--- src/rtl/sram_pkg.sv ---
// Shared types and analog level constants for the SRAM array sequencer and its level checkers.
package sram_pkg;

  typedef enum logic [2:0] {IDLE, PRECH, WL, SENSE, DONE} ctrl_state_e;
  typedef enum logic [1:0] {DATA_TRUE, DATA_FALSE, INDET} state_data_e;

  // Bitline level windows in millivolts; anything between the windows is indeterminate.
  localparam int TRUE_MIN  = 700;
  localparam int TRUE_MAX  = 1200;
  localparam int FALSE_MIN = 0;
  localparam int FALSE_MAX = 300;

  function automatic int max_int(input int a, input int b);
    return (a > b) ? a : b;
  endfunction

  function automatic state_data_e classify_mv(input int mv);
    if (mv >= TRUE_MIN && mv <= TRUE_MAX)
      return DATA_TRUE;
    else if (mv >= FALSE_MIN && mv <= FALSE_MAX)
      return DATA_FALSE;
    else
      return INDET;
  endfunction

endpackage

--- src/rtl/sram_array_ctrl_if.sv ---
// Request/response handshake bundle between a requester and the SRAM array sequencer.
interface sram_array_ctrl_if #(
  parameter int ROWS = 16,
  parameter int COLS = 8
);
  localparam int AW = $clog2(ROWS) + 1;

  logic            req_valid;
  logic            req_ready;
  logic            req_we;
  logic [AW-1:0]   req_addr;
  logic [COLS-1:0] req_wdata;
  logic            rsp_valid;
  logic [COLS-1:0] rsp_rdata;
  logic            rsp_err;

  modport master (
    output req_valid, req_we, req_addr, req_wdata,
    input  req_ready, rsp_valid, rsp_rdata, rsp_err
  );

  modport slave (
    input  req_valid, req_we, req_addr, req_wdata,
    output req_ready, rsp_valid, rsp_rdata, rsp_err
  );
endinterface

--- src/rtl/sram_wl_decoder.sv ---
// Address-to-one-hot wordline decoder; all lines low when disabled.
module sram_wl_decoder #(
  parameter int ROWS = 16,
  parameter int AW   = 5
) (
  input  logic [AW-1:0]   addr,
  input  logic            en,
  output logic [ROWS-1:0] row
);

  always_comb begin
    row = '0;
    if (en) begin
      for (int i = 0; i < ROWS; i++) begin
        if (addr == AW'(i)) row[i] = 1'b1;
      end
    end
  end

endmodule

--- src/rtl/sram_array_ctrl.sv ---
// Precharge/wordline/sense sequencer for a ROWS x COLS SRAM array.
// Define SRAM_PARITY_EN to add an even-parity column with a read-side parity check.
module sram_array_ctrl
  import sram_pkg::*;
#(
  parameter int ROWS       = 16,
  parameter int COLS       = 8,
  parameter int PRE_CYCLES = 1,
  parameter int WL_CYCLES  = 2,
  localparam int AW = $clog2(ROWS) + 1,
`ifdef SRAM_PARITY_EN
  localparam int CW = COLS + 1
`else
  localparam int CW = COLS
`endif
) (
  input  logic              clk,
  input  logic              rst_n,
  sram_array_ctrl_if.slave  bus,
  output logic              precharge,
  output logic [ROWS-1:0]   row_wr,
  output logic [ROWS-1:0]   row_rd,
  output logic [CW-1:0]     data_in,
  output logic              sa_en,
  input  logic [CW-1:0]     sa_out,
  input  logic [CW-1:0]     sa_indet
);

  // state  | meaning
  // IDLE   | ready for a request
  // PRECH  | bitline precharge, PRE_CYCLES long
  // WL     | selected wordline on, WL_CYCLES long
  // SENSE  | reads only: wordline held, sense amps enabled, result sampled at exit
  // DONE   | one-cycle response pulse

  localparam int               MAXC     = max_int(PRE_CYCLES, WL_CYCLES);
  localparam int               CNT_W    = $clog2(MAXC + 1);
  localparam logic [CNT_W-1:0] PRE_LOAD = CNT_W'(PRE_CYCLES - 1);
  localparam logic [CNT_W-1:0] WL_LOAD  = CNT_W'(WL_CYCLES - 1);
  localparam logic [AW-1:0]    ROWS_A   = AW'(ROWS);

  ctrl_state_e      state_q, state_d;
  logic [CNT_W-1:0] cnt_q, cnt_d;
  logic [AW-1:0]    addr_q, addr_d;
  logic             we_q, we_d;
  logic [COLS-1:0]  wdata_q, wdata_d;
  logic [COLS-1:0]  rdata_q, rdata_d;
  logic             err_q, err_d;

  logic [CW-1:0]    wdata_cw;
  logic [COLS-1:0]  sense_data;
  logic             sense_err;
  logic             wr_en;
  logic             rd_en;

`ifdef SRAM_PARITY_EN
  assign wdata_cw   = {^wdata_q, wdata_q};
  assign sense_data = sa_out[COLS-1:0];
  assign sense_err  = (|sa_indet) | (^sa_out);
`else
  assign wdata_cw   = wdata_q;
  assign sense_data = sa_out;
  assign sense_err  = |sa_indet;
`endif

  always_ff @(posedge clk or negedge rst_n) begin
    if (!rst_n) begin
      state_q <= IDLE;
      cnt_q   <= '0;
      addr_q  <= '0;
      we_q    <= 1'b0;
      wdata_q <= '0;
      rdata_q <= '0;
      err_q   <= 1'b0;
    end else begin
      state_q <= state_d;
      cnt_q   <= cnt_d;
      addr_q  <= addr_d;
      we_q    <= we_d;
      wdata_q <= wdata_d;
      rdata_q <= rdata_d;
      err_q   <= err_d;
    end
  end

  always_comb begin
    state_d = state_q;
    cnt_d   = cnt_q;
    addr_d  = addr_q;
    we_d    = we_q;
    wdata_d = wdata_q;
    rdata_d = rdata_q;
    err_d   = err_q;
    case (state_q)
      IDLE: begin
        if (bus.req_valid) begin
          addr_d  = bus.req_addr;
          we_d    = bus.req_we;
          wdata_d = bus.req_wdata;
          if (bus.req_addr >= ROWS_A) begin
            // Bad address never touches the array.
            state_d = DONE;
            rdata_d = '0;
            err_d   = 1'b1;
          end else begin
            state_d = PRECH;
            cnt_d   = PRE_LOAD;
          end
        end
      end
      PRECH: begin
        if (cnt_q == '0) begin
          state_d = WL;
          cnt_d   = WL_LOAD;
        end else begin
          cnt_d = cnt_q - CNT_W'(1);
        end
      end
      WL: begin
        if (cnt_q == '0) begin
          if (we_q) begin
            state_d = DONE;
            rdata_d = '0;
            err_d   = 1'b0;
          end else begin
            state_d = SENSE;
          end
        end else begin
          cnt_d = cnt_q - CNT_W'(1);
        end
      end
      SENSE: begin
        state_d = DONE;
        rdata_d = sense_data;
        err_d   = sense_err;
      end
      DONE:    state_d = IDLE;
      default: state_d = IDLE;
    endcase
  end

  assign bus.req_ready = (state_q == IDLE);
  assign bus.rsp_valid = (state_q == DONE);
  assign bus.rsp_rdata = rdata_q;
  assign bus.rsp_err   = err_q;

  assign precharge = (state_q == PRECH);
  assign sa_en     = (state_q == SENSE);
  assign wr_en     = (state_q == WL) && we_q;
  assign rd_en     = ((state_q == WL) || (state_q == SENSE)) && !we_q;
  assign data_in   = (((state_q == PRECH) || (state_q == WL)) && we_q) ? wdata_cw : '0;

  sram_wl_decoder #(.ROWS(ROWS), .AW(AW)) u_dec_wr (
    .addr (addr_q),
    .en   (wr_en),
    .row  (row_wr)
  );

  sram_wl_decoder #(.ROWS(ROWS), .AW(AW)) u_dec_rd (
    .addr (addr_q),
    .en   (rd_en),
    .row  (row_rd)
  );

endmodule

--- src/flat_wrapper.sv ---
// flat-port wrapper written by rule: the top's interface ports become plain ports
module sram_array_ctrl_flat import sram_pkg::*;
#(
  parameter int ROWS       = 16,
  parameter int COLS       = 8,
  parameter int PRE_CYCLES = 1,
  parameter int WL_CYCLES  = 2,
  localparam int AW = $clog2(ROWS) + 1,

  localparam int CW = COLS

)
  (clk, rst_n, precharge, row_wr, row_rd, data_in, sa_en, sa_out, sa_indet, bus_req_valid, bus_req_we, bus_req_addr, bus_req_wdata, bus_req_ready, bus_rsp_valid, bus_rsp_rdata, bus_rsp_err);
  sram_array_ctrl_if #(.ROWS(ROWS), .COLS(COLS)) bus_i ();
  input  logic clk;
  input  logic rst_n;
  output logic precharge;
  output logic [ROWS-1:0] row_wr;
  output logic [ROWS-1:0] row_rd;
  output logic [CW-1:0] data_in;
  output logic sa_en;
  input  logic [CW-1:0] sa_out;
  input  logic [CW-1:0] sa_indet;
  input wire logic [$bits(bus_i.req_valid)-1:0] bus_req_valid;
  input wire logic [$bits(bus_i.req_we)-1:0] bus_req_we;
  input wire logic [$bits(bus_i.req_addr)-1:0] bus_req_addr;
  input wire logic [$bits(bus_i.req_wdata)-1:0] bus_req_wdata;
  output wire logic [$bits(bus_i.req_ready)-1:0] bus_req_ready;
  output wire logic [$bits(bus_i.rsp_valid)-1:0] bus_rsp_valid;
  output wire logic [$bits(bus_i.rsp_rdata)-1:0] bus_rsp_rdata;
  output wire logic [$bits(bus_i.rsp_err)-1:0] bus_rsp_err;
  assign bus_i.req_valid = bus_req_valid;
  assign bus_i.req_we = bus_req_we;
  assign bus_i.req_addr = bus_req_addr;
  assign bus_i.req_wdata = bus_req_wdata;
  assign bus_req_ready = bus_i.req_ready;
  assign bus_rsp_valid = bus_i.rsp_valid;
  assign bus_rsp_rdata = bus_i.rsp_rdata;
  assign bus_rsp_err = bus_i.rsp_err;
  sram_array_ctrl #(.ROWS(ROWS), .COLS(COLS), .PRE_CYCLES(PRE_CYCLES), .WL_CYCLES(WL_CYCLES)) u_core (.clk(clk), .rst_n(rst_n), .bus(bus_i), .precharge(precharge), .row_wr(row_wr), .row_rd(row_rd), .data_in(data_in), .sa_en(sa_en), .sa_out(sa_out), .sa_indet(sa_indet));
endmodule
--- config.mk ---
export PLATFORM = sky130hd
export DESIGN_NAME = sram_array_ctrl_flat
export DESIGN_NICKNAME = d
export VERILOG_FILES = /design/src/rtl/sram_pkg.sv /design/src/rtl/sram_array_ctrl_if.sv /design/src/rtl/sram_wl_decoder.sv /design/src/rtl/sram_array_ctrl.sv /design/src/flat_wrapper.sv
export SDC_FILE = /design/constraint.sdc
export NUM_CORES = 1
export LEC_CHECK = 0
export CAP_MARGIN = 10
export CORE_AREA = 2 2 74 58
export DETAILED_ROUTE_END_ITERATION = 12
export DIE_AREA = 0 0 76 60
export PLACE_DENSITY = 0.83
export SETUP_SLACK_MARGIN = 0.1
export SYNTH_ARGS = -nofsm -noshare
export SYNTH_HDL_FRONTEND = slang
export SYNTH_SLANG_ARGS = --single-unit
--- constraint.sdc ---
create_clock -name clk -period 3.4 [get_ports clk]
set_input_delay 0.51 -clock clk [delete_from_list [all_inputs] [get_ports clk]]
set_output_delay 0.51 -clock clk [all_outputs]
set_load 0.05 [all_outputs]
# Yosys cells after proc, flatten, opt, wreduce, memory -nomap -nowiden

Index checks and enable logic that the tools add are counted.
Widths: inputs -> output; s select.

Memories kept: 0
Register bits after elaboration: 28
Bits in latches: 0
Word-level logic and storage cells: 91
RAM bits: 0
Memory bits (read-only): 0

Multiplexer cells: 40
$add $sub $neg: 1
Equality and inequality tests: 26
Shifts and indexed selects: 0
Bitwise operators: 0
Reductions and logical operators: 16
$mul: 0
Magnitude comparators: 1
Divide/modulo/power cells: 0

Operator list:

| kind               | number |
|---|---|
| $eq 5x4->1 const B | 8 |
| $mux 8             | 5 |
| $mux 16            | 2 |
| $pmux 8 s3         | 1 |
| $eq 5x3->1 const B | 4 |
| $mux 1             | 20 |
| $mux 3             | 5 |
| $pmux 3 s4         | 1 |
| $eq 5x2->1 const B | 2 |
| $mux 2             | 4 |
| $ne 2x1->1 const B | 4 |
| $reduce_or 8->1    | 1 |
| $eq 3x2->1 const B | 2 |
| $ne 2x2->1 const B | 3 |
| $pmux 2 s3         | 1 |
| $reduce_bool 3->1  | 2 |
| $eq 5x1->1 const B | 1 |
| $ge 5x5->1 const B | 1 |
| $logic_not 5->1    | 1 |
| $reduce_and 5->1   | 1 |
| $reduce_and 4->1   | 1 |
| $eq 3x1->1 const B | 1 |
| $eq 3x3->1 const B | 1 |
| $logic_and 1x1->1  | 3 |
| 8 further kinds    | 9 |

# Longest topological paths before layout

Gate-level depths: netlist of run 1.

Depth in word-level cells: 4
Mapped depth: 7

# Modules after synthesis

A second synthesis of run 1 with hierarchy kept.

Cell total of the unflattened synthesis: 159
Area total of the unflattened synthesis: 1667.8 um^2

By module, submodules not included:

| module          | times used | cells an instance | area each (um^2) |
|---|---|---|---|
| sram_array_ctrl | 1          | 113               | 1405.1 |
| sram_wl_decoder | 2          | 23                | 131.4 |

# Worst setup path before layout of run 1

No wires, ideal clock.

Path type: register -> output
Start point: register u_core.addr_q[0]
End point: output port row_rd[2]
Stages on the path, launching flop included: 4
Setup slack: 0.727 ns
Data arrival time: 2.163 ns
Required time: 2.890 ns
Cell sequence: dfrtp_1 > or3b_2 > nand2b_1 > nor3_1

Cells in the longest elaborated chain, start to end: 3

RTL lines:

| item                     | RTL line              | source |
|---|---|---|
| start: declaration       | sram_array_ctrl.sv:44 | `logic [AW-1:0] addr_q, addr_d;` |
| start signal: assignment | sram_array_ctrl.sv:78 | `addr_q <= addr_d;` |
| $eq 5x2->1               | sram_wl_decoder.sv:15 | `if (addr == AW'(i)) row[i] = 1'b1;` |
| $mux 1                   | sram_wl_decoder.sv:15 |  |
| $mux 16                  | sram_wl_decoder.sv:13 | `if (en) begin` |
| end: declaration         | flat_wrapper.sv:19    | `output logic [ROWS-1:0] row_rd;` |

No other way between the ends.

# Worst setup path in the final report of run 1

Start point: register u_core.state_q[0]
End point: output port data_in[2]

Cells in the longest elaborated chain, start to end: 4
Elaborated cells on any way between the ends: 5
Those cells by class: eq/ne: 2; mux: 1; reduce/logical: 2

RTL lines:

| item                                            | RTL line               | source |
|---|---|---|
| start: declaration                              | sram_array_ctrl.sv:42  | `ctrl_state_e state_q, state_d;` |
| start signal: assignment                        | sram_array_ctrl.sv:76  | `state_q <= state_d;` |
| $eq 3x1->1 / $eq 3x2->1 (equally long branches) | sram_array_ctrl.sv:151 | `assign data_in = (((state_q == PRECH) \|\| (state_q == WL)) && we_q) ? wdata_cw : '0;` |
| $logic_or 1x1->1 (*)                            | sram_array_ctrl.sv:151 |  |
| $logic_and 1x1->1 (*)                           | sram_array_ctrl.sv:151 |  |
| $mux 8 (*)                                      | sram_array_ctrl.sv:151 |  |
| end: declaration                                | flat_wrapper.sv:20     | `output logic [CW-1:0] data_in;` |

Every way passes the cells marked *; elsewhere a longest branch is shown, timed or not.

==> results of run 1 <==
## power by group through the flow
stage	clock [mW]	combinational, mW	sequential, mW
2_1_floorplan	0	0.734	0.751
3_3_place_gp	0	1.17	0.653
3_5_place_dp	0	1.18	0.649
4_1_cts	0.269	1.19	0.652
5_1_grt	0.280	1.26	0.683
6_report	0.262	1.18	0.652
## metrics by stage
stage / setup WS (ns) / area [µm²] / power (mW) / util (%) / cells
floorplan: 0.7269 / 1534 / 1.485 / - / 158
global placement: 0.6961 / 2415 / 1.818 / 62.26 / 292
detailed placement: 0.6231 / 2415 / 1.834 / 62.26 / 292
CTS: 0.2968 / 2486 / 2.108 / 64.10 / 296
global route: 0.1814 / 2486 / 2.221 / 64.10 / 296
finish: 0.3348 / 2486 / 2.090 / 64.10 / 296
## area by class of cell
type                    instances  share of cell area [%]
clock buffers                   3                   1.661
clock inverters                 1                   1.208
inverters                       5                  0.7549
multi-input cells             118                   30.90
flip-flops and latches         28                   28.18
well taps                      55                   2.768
repair buffers                 86                   34.52
## cell families after synthesis
logic type	Yosys count	share of synthesized area, %
simple gates	79	26.59
flops	28	45.68
compound gates	22	10.93
mux	15	10.93
buf+inv	12	4.241
fa+ha+maj	2	1.631
## registers in the layout (all words and copies together), names as in the netlist
register and cells:
u_core.bus.rsp_rdata 8, u_core.wdata_cw 8, u_core.addr_q 5, u_core.state_q 3, u_core.cnt_q 2, u_core.bus.rsp_err 1, u_core.we_q 1
## cells in the mapped netlist (all sizes together)
cell type | instances | area (µm²)
nand2b | 7 | 43.79
buf | 5 | 38.78
o22ai | 1 | 6.260
o21bai | 1 | 7.510
nor2 | 35 | 131.4
nor2b | 2 | 12.51
nand2 | 4 | 15.01
nor4 | 2 | 12.51
and2 | 10 | 62.56
a32o | 1 | 10.01
mux2i | 1 | 10.01
or3b | 3 | 28.78
or3 | 3 | 18.77
inv | 5 | 18.77
and2b | 2 | 15.01
nor3 | 5 | 30.03
clkbuf | 2 | 7.510
a31o | 1 | 8.760
nand3b | 1 | 7.510
mux2 | 14 | 157.6
a21oi | 5 | 25.02
dfrtp | 28 | 700.7
ha | 2 | 25.02
a2bb2oi | 1 | 8.760
or2b | 1 | 7.510
a22o | 8 | 70.07
nand3 | 3 | 15.01
nor3b | 1 | 7.510
o21ai | 4 | 31.28
## layer usage
layer,up-vias,GRT usage (%),wire length (µm)
met5,-,0,0
met2,75,30.74,1635
met1,662,21.79,1845
met4,0,4.675,30
li1,705,-,-
met3,4,6.647,469
## final timing paths
kind,from,to,cells after the start
worst min register to register,u_core.wdata_cw[2]$_DFFE_PN0P_,u_core.wdata_cw[2]$_DFFE_PN0P_,1
worst min-delay path,u_core.wdata_cw[2]$_DFFE_PN0P_,u_core.wdata_cw[2]$_DFFE_PN0P_,1
max in group asynchronous,rst_n,u_core.cnt_q[1]$_DFFE_PN0P_,2
min in group asynchronous,rst_n,u_core.wdata_cw[1]$_DFFE_PN0P_,2
worst max register to register,u_core.state_q[2]$_DFFE_PN0P_,u_core.addr_q[3]$_DFFE_PN0P_,3
worst max-delay path,u_core.state_q[0]$_DFFE_PN0P_,data_in[2],4
==> results.cfg, run 1 <==
[drt]
routed_wirelength_um = 3982
routedWlPerCell_um = 13.45
routed_via_density = 4.885
dr.pass1.iters = 4
drc = 0
route.vias.total = 1446
ant_nets = 0
drt_iter0_drc = 22

[clock_network]
ctsHtreeMaxLevel = 1
cts_tree = done
clkLatencyLatePin_ns = 0.28
cts_setup_buffers = 0
cts_made_buffers = 3
cts.reportedPaths.clkPinSlew_ns = 0.09
cts_root_buffer = clkbuf_8
ctsResizeCount = 0
clk_path_buf_depth = 2
clock_sinks = 28
holdBufCountCts = 0

[timing]
tightest_slew_ns = 0.6697
min_period_ns = 3.065
fin_skew_ns = 0.002793
slew_headroom_pct = 55.35
hold_slack_ns = 0.4964
fmax_ghz = 0.3262
finalSetupTns_ns = 0
finalHoldViolations = 0
setup_viol = 0
rsz0062_at_grt = no
slew_violations = 0
fin_crit_sh_pct = 90.15

[floorplanning]
fp-row-count = 20
io_pins = 86
dieWidth_um = 76
die-area_um2 = 4560
initial_utilization_pct = 39.55
die_y_um = 60
core_um2 = 3879

[flow_run]
maxCapViolCount = 0

[finish]
final_common_cell = clkdlybuf4s50_1
n_antenna_cell = 0
drive_gt1_share_pct = 6.224
area_growth_pct = 62.07
multi_input_area_um2 = 768.2
most-common-layout-cells = clkdlybuf4s50_1, nor2_1, dfrtp_1
fill_cells = 332
nets = 277
regArea_um2 = 700.7

[global_route]
grt_max_degree = 29
grt_usage_pct = 17.90
grt_pass1_wl_um = 6486
gr-total-overflow = 0
antenna_found_initial = 0
grt_pass1_vias = 1426

[synth]
ys_warn_count = 0
synth.net_count = 193
synth.distinct_cells = 36
synth_cells = 158
yosysSeqAreaShare_pct = 45.68
syn_area_um2 = 1534
ys_seq_elements = 28
syn_area_per_cell_um2 = 9.709

[worst_setup_path]
worstPathArrival_ns = 2.56
critical_path.max_fanout = 10
cp_num_buf_inv = 1
cp-start-kind = flop
critical_path_class = reg2out
worstPathRequired_ns = 2.89
crit_family = buffers and inverters
cp_slowest_stage_delay_ns = 0.80
cp_cell_sequence = or2b_1 -> a21oi_1 -> and2_1 -> clkdlybuf4s50_1
rrSetupSlack_ns = 1.58
endpoint_kind = output port
cpMaxStageDelayCell = clkdlybuf4s50_1

[placed_design]
dpl.hpwl_um = 3110
place_congestion = 0.7847
portBuffers = 85

[power_and_ir_drop]
p_sw_uw = 976.4
power_density_nw_per_um2 = 840.8
leakagePower_nw = 0.9804
p_int_mw = 1.114
p_comb_share_pct = 56.3
swShare_pct = 46.71
clockPowerShare_pct = 12.5
vdd_drop_max_mv = 0.5532
seq_power_share_pct = 31.2

[min_path]
min_path_type = reg2reg

[status]
outcome = finished, final reports clean
Power figures use the tool's default switching activity.
==> inputs of run 2 (changes only) <==
--- a/config.mk
+++ b/config.mk
@@ -6,11 +6,13 @@
 export NUM_CORES = 1
 export LEC_CHECK = 0
 export CAP_MARGIN = 10
-export CORE_AREA = 2 2 74 58
+export CORE_AREA = 2 2 75 59
 export DETAILED_ROUTE_END_ITERATION = 12
-export DIE_AREA = 0 0 76 60
-export PLACE_DENSITY = 0.83
+export DIE_AREA = 0 0 77 61
+export PLACE_DENSITY = 0.85
 export SETUP_SLACK_MARGIN = 0.1
+export SLEW_MARGIN = 25
 export SYNTH_ARGS = -nofsm -noshare
 export SYNTH_HDL_FRONTEND = slang
+export SYNTH_HIERARCHICAL = 1
 export SYNTH_SLANG_ARGS = --single-unit
==> results.cfg, run 2 <==
[synth]
synth_most_common_cell = dfrtp_1
synth.distinct_cells = 39
ys_seq_elements = 28
ys_warn_count = 6
netlist.area_leader.share_pct = 42.01
synth_edf_count = 0
syn_area_um2 = 1668
synth.net_count = 194
yosys-top-cells-count = dfrtp_1, nor2_1, mux2_4
yosysSeqAreaShare_pct = 42.01
synth_cells = 159
postSynth.asyncResetShare_pct = 100.0
synth_ff_type = dfrtp_1
syn_area_per_cell_um2 = 10.49
yosys.area.top_type = dfrtp_1
ys_top_cells_by_area = dfrtp_1, mux2_4, nor2_1, a22o_1, and2_1

[drt]
route.vias.total = 1473
routedWlPerCell_um = 13.27
drc = 0
dr.pass1.iters = 4
routed_wirelength_um = 3940
routed_via_density = 4.960
ant_nets = 0
drt_iter0_drc = 111

[global_route]
gr-total-overflow = 0
grt_pass1_wl_um = 6444
antenna_found_initial = 0
grt_max_degree = 29
grt_pass1_vias = 1368
grt_usage_pct = 17.25

[flow_run]
maxCapViolCount = 0

[timing]
slew_headroom_pct = 44.26
setup_viol = 0
fin_crit_sh_pct = 92.31
finalSetupTns_ns = 0
slew_violations = 0
finalHoldViolations = 0
min_period_ns = 3.139
rsz0062_at_grt = no
fmax_ghz = 0.3186
tightest_slew_ns = 0.8361
fin_skew_ns = 0.002553
hold_slack_ns = 0.4919

[finish]
fill_cells = 337
n_antenna_cell = 0
nets = 279
area_growth_pct = 54.61
final_common_cell = clkdlybuf4s50_1
drive_gt1_share_pct = 10.33
most-common-layout-cells = clkdlybuf4s50_1, dfrtp_1, nor2_1

[worst_setup_path]
worstPathRequired_ns = 2.89
worstPathArrival_ns = 2.63
critical_path_class = reg2out
endpoint_kind = output port
rrSetupSlack_ns = 1.43
cp_cell_sequence = nand2b_1 -> nor2_1 -> or4b_4 -> nor3_2 -> clkdlybuf4s50_1
critical_path.max_fanout = 9
cp_slowest_stage_delay_ns = 0.82
cp_num_buf_inv = 1
cpMaxStageDelayCell = clkdlybuf4s50_1
cp-start-kind = flop
crit_family = simple AND/OR/NAND/NOR gates

[power_and_ir_drop]
leakagePower_nw = 1.109
p_comb_share_pct = 55.1
power_density_nw_per_um2 = 695.7
seq_power_share_pct = 35.3
swShare_pct = 45.24
clockPowerShare_pct = 9.5
p_sw_uw = 811.6
p_int_uw = 982.4
vdd_drop_max_mv = 0.4267

[clock_network]
cts_setup_buffers = 0
cts_made_buffers = 3
ctsHtreeMaxLevel = 1
clkLatencyLatePin_ns = 0.26
cts_tree = done
cts.reportedPaths.clkPinSlew_ns = 0.09
clock_sinks = 28
clk_path_buf_depth = 2
cts_root_buffer = clkbuf_8

[floorplanning]
fp-row-count = 20
io_pins = 86
dieWidth_um = 77
die-area_um2 = 4697
die_y_um = 61
core_um2 = 3954
initial_utilization_pct = 42.18

[placed_design]
place_congestion = 0.8837
dpl.hpwl_um = 2959
portBuffers = 85

[min_path]
min_path_type = reg2reg

[status]
outcome = finished, final reports clean
[run 2: cell count changes after synthesis, moves of 3 or more]
cell / before / now
mux2_2: 5 / 2
mux2_1: 9 / 2
nor2_1: 35 / 26
nor3_1: 4 / 7
nand4bb_1: 0 / 4
or3_1: 3 / 0
buf_6: 1 / 4
mux2_4: 0 / 10
[run 2: kinds of logic (layout without fill, tap and decap cells)]
group	count (synthesis)	in the layout	share of synthesized area [%]
multiplexers	15	15	12.30
flip-flops	28	28	42.01
XOR/XNOR	1	1	0.5252
buffers and inverters	14	97	6.152
AO/OA/AOI/OAI	22	22	9.978
adder cells (fa/ha/maj)	2	2	1.500
AND/OR/NAND/NOR	77	77	27.53
[run 2: cell type report]
class                   instances  area, µm²  share of cell area [%]
clock buffers                   3      41.29                   1.601
inverters                       6      22.52                  0.8734
multi-input cells             117      864.6                   33.53
flip-flops and latches         28      700.7                   27.17
well taps                      55      68.82                   2.669
repair buffers                 88      880.8                   34.16
[run 2: worst paths after layout]
check                                                from                                   to  cells past startpoint
max in group asynchronous                           rst_n         u_core/addr_q[1]$_DFFE_PN0P_                      2
min in group asynchronous                           rst_n  u_core/bus.rsp_rdata[3]$_DFFE_PN0P_                      2
hold / removal             u_core/wdata_cw[0]$_DFFE_PN0P_       u_core/wdata_cw[0]$_DFFE_PN0P_                      1
setup / recovery            u_core/state_q[2]$_DFFE_PN0P_                            row_rd[0]                      5
hold reg to reg            u_core/wdata_cw[0]$_DFFE_PN0P_       u_core/wdata_cw[0]$_DFFE_PN0P_                      1
setup reg to reg            u_core/state_q[1]$_DFFE_PN0P_              u_core/we_q$_DFFE_PN0P_                      4
[run 2: what timing repair did]
action | CTS | global route
setup endpoints to repair | 0 | 4
hold buffers | 0 | 0
resized for setup | 0 | 4
[run 2: metrics by stage]
| stage | util [%] | power, mW | setup WS, ns | std cells | cell area (µm²) |
|---|---|---|---|---|---|
| after floorplan | - | 1.363 | 0.6209 | 159 | 1668 |
| after global placement | 63.92 | 1.608 | 0.4441 | 294 | 2527 |
| after detailed placement | 63.92 | 1.626 | 0.4082 | 294 | 2527 |
| after CTS | 64.97 | 1.809 | 0.1008 | 297 | 2569 |
| after global routing | 65.22 | 1.912 | 0.1070 | 297 | 2579 |
| final | 65.22 | 1.794 | 0.2614 | 297 | 2579 |
[run 2: power by group through the flow]
stage / registers (mW) / logic, mW / clock network [mW]
6_report: 0.634 / 0.989 / 0.171
5_1_grt: 0.660 / 1.06 / 0.195
4_1_cts: 0.632 / 0.997 / 0.179
3_5_place_dp: 0.634 / 0.992 / 0
3_3_place_gp: 0.631 / 0.977 / 0
2_1_floorplan: 0.712 / 0.651 / 0
[run 2: metal layers]
metal	vias to the layer above	GRT usage, %	part of all wire [%]
li1	728	-	-
met3	0	5.357	10
met5	-	0	0
met2	62	30.20	43
met4	0	2.296	0
met1	683	22.15	47
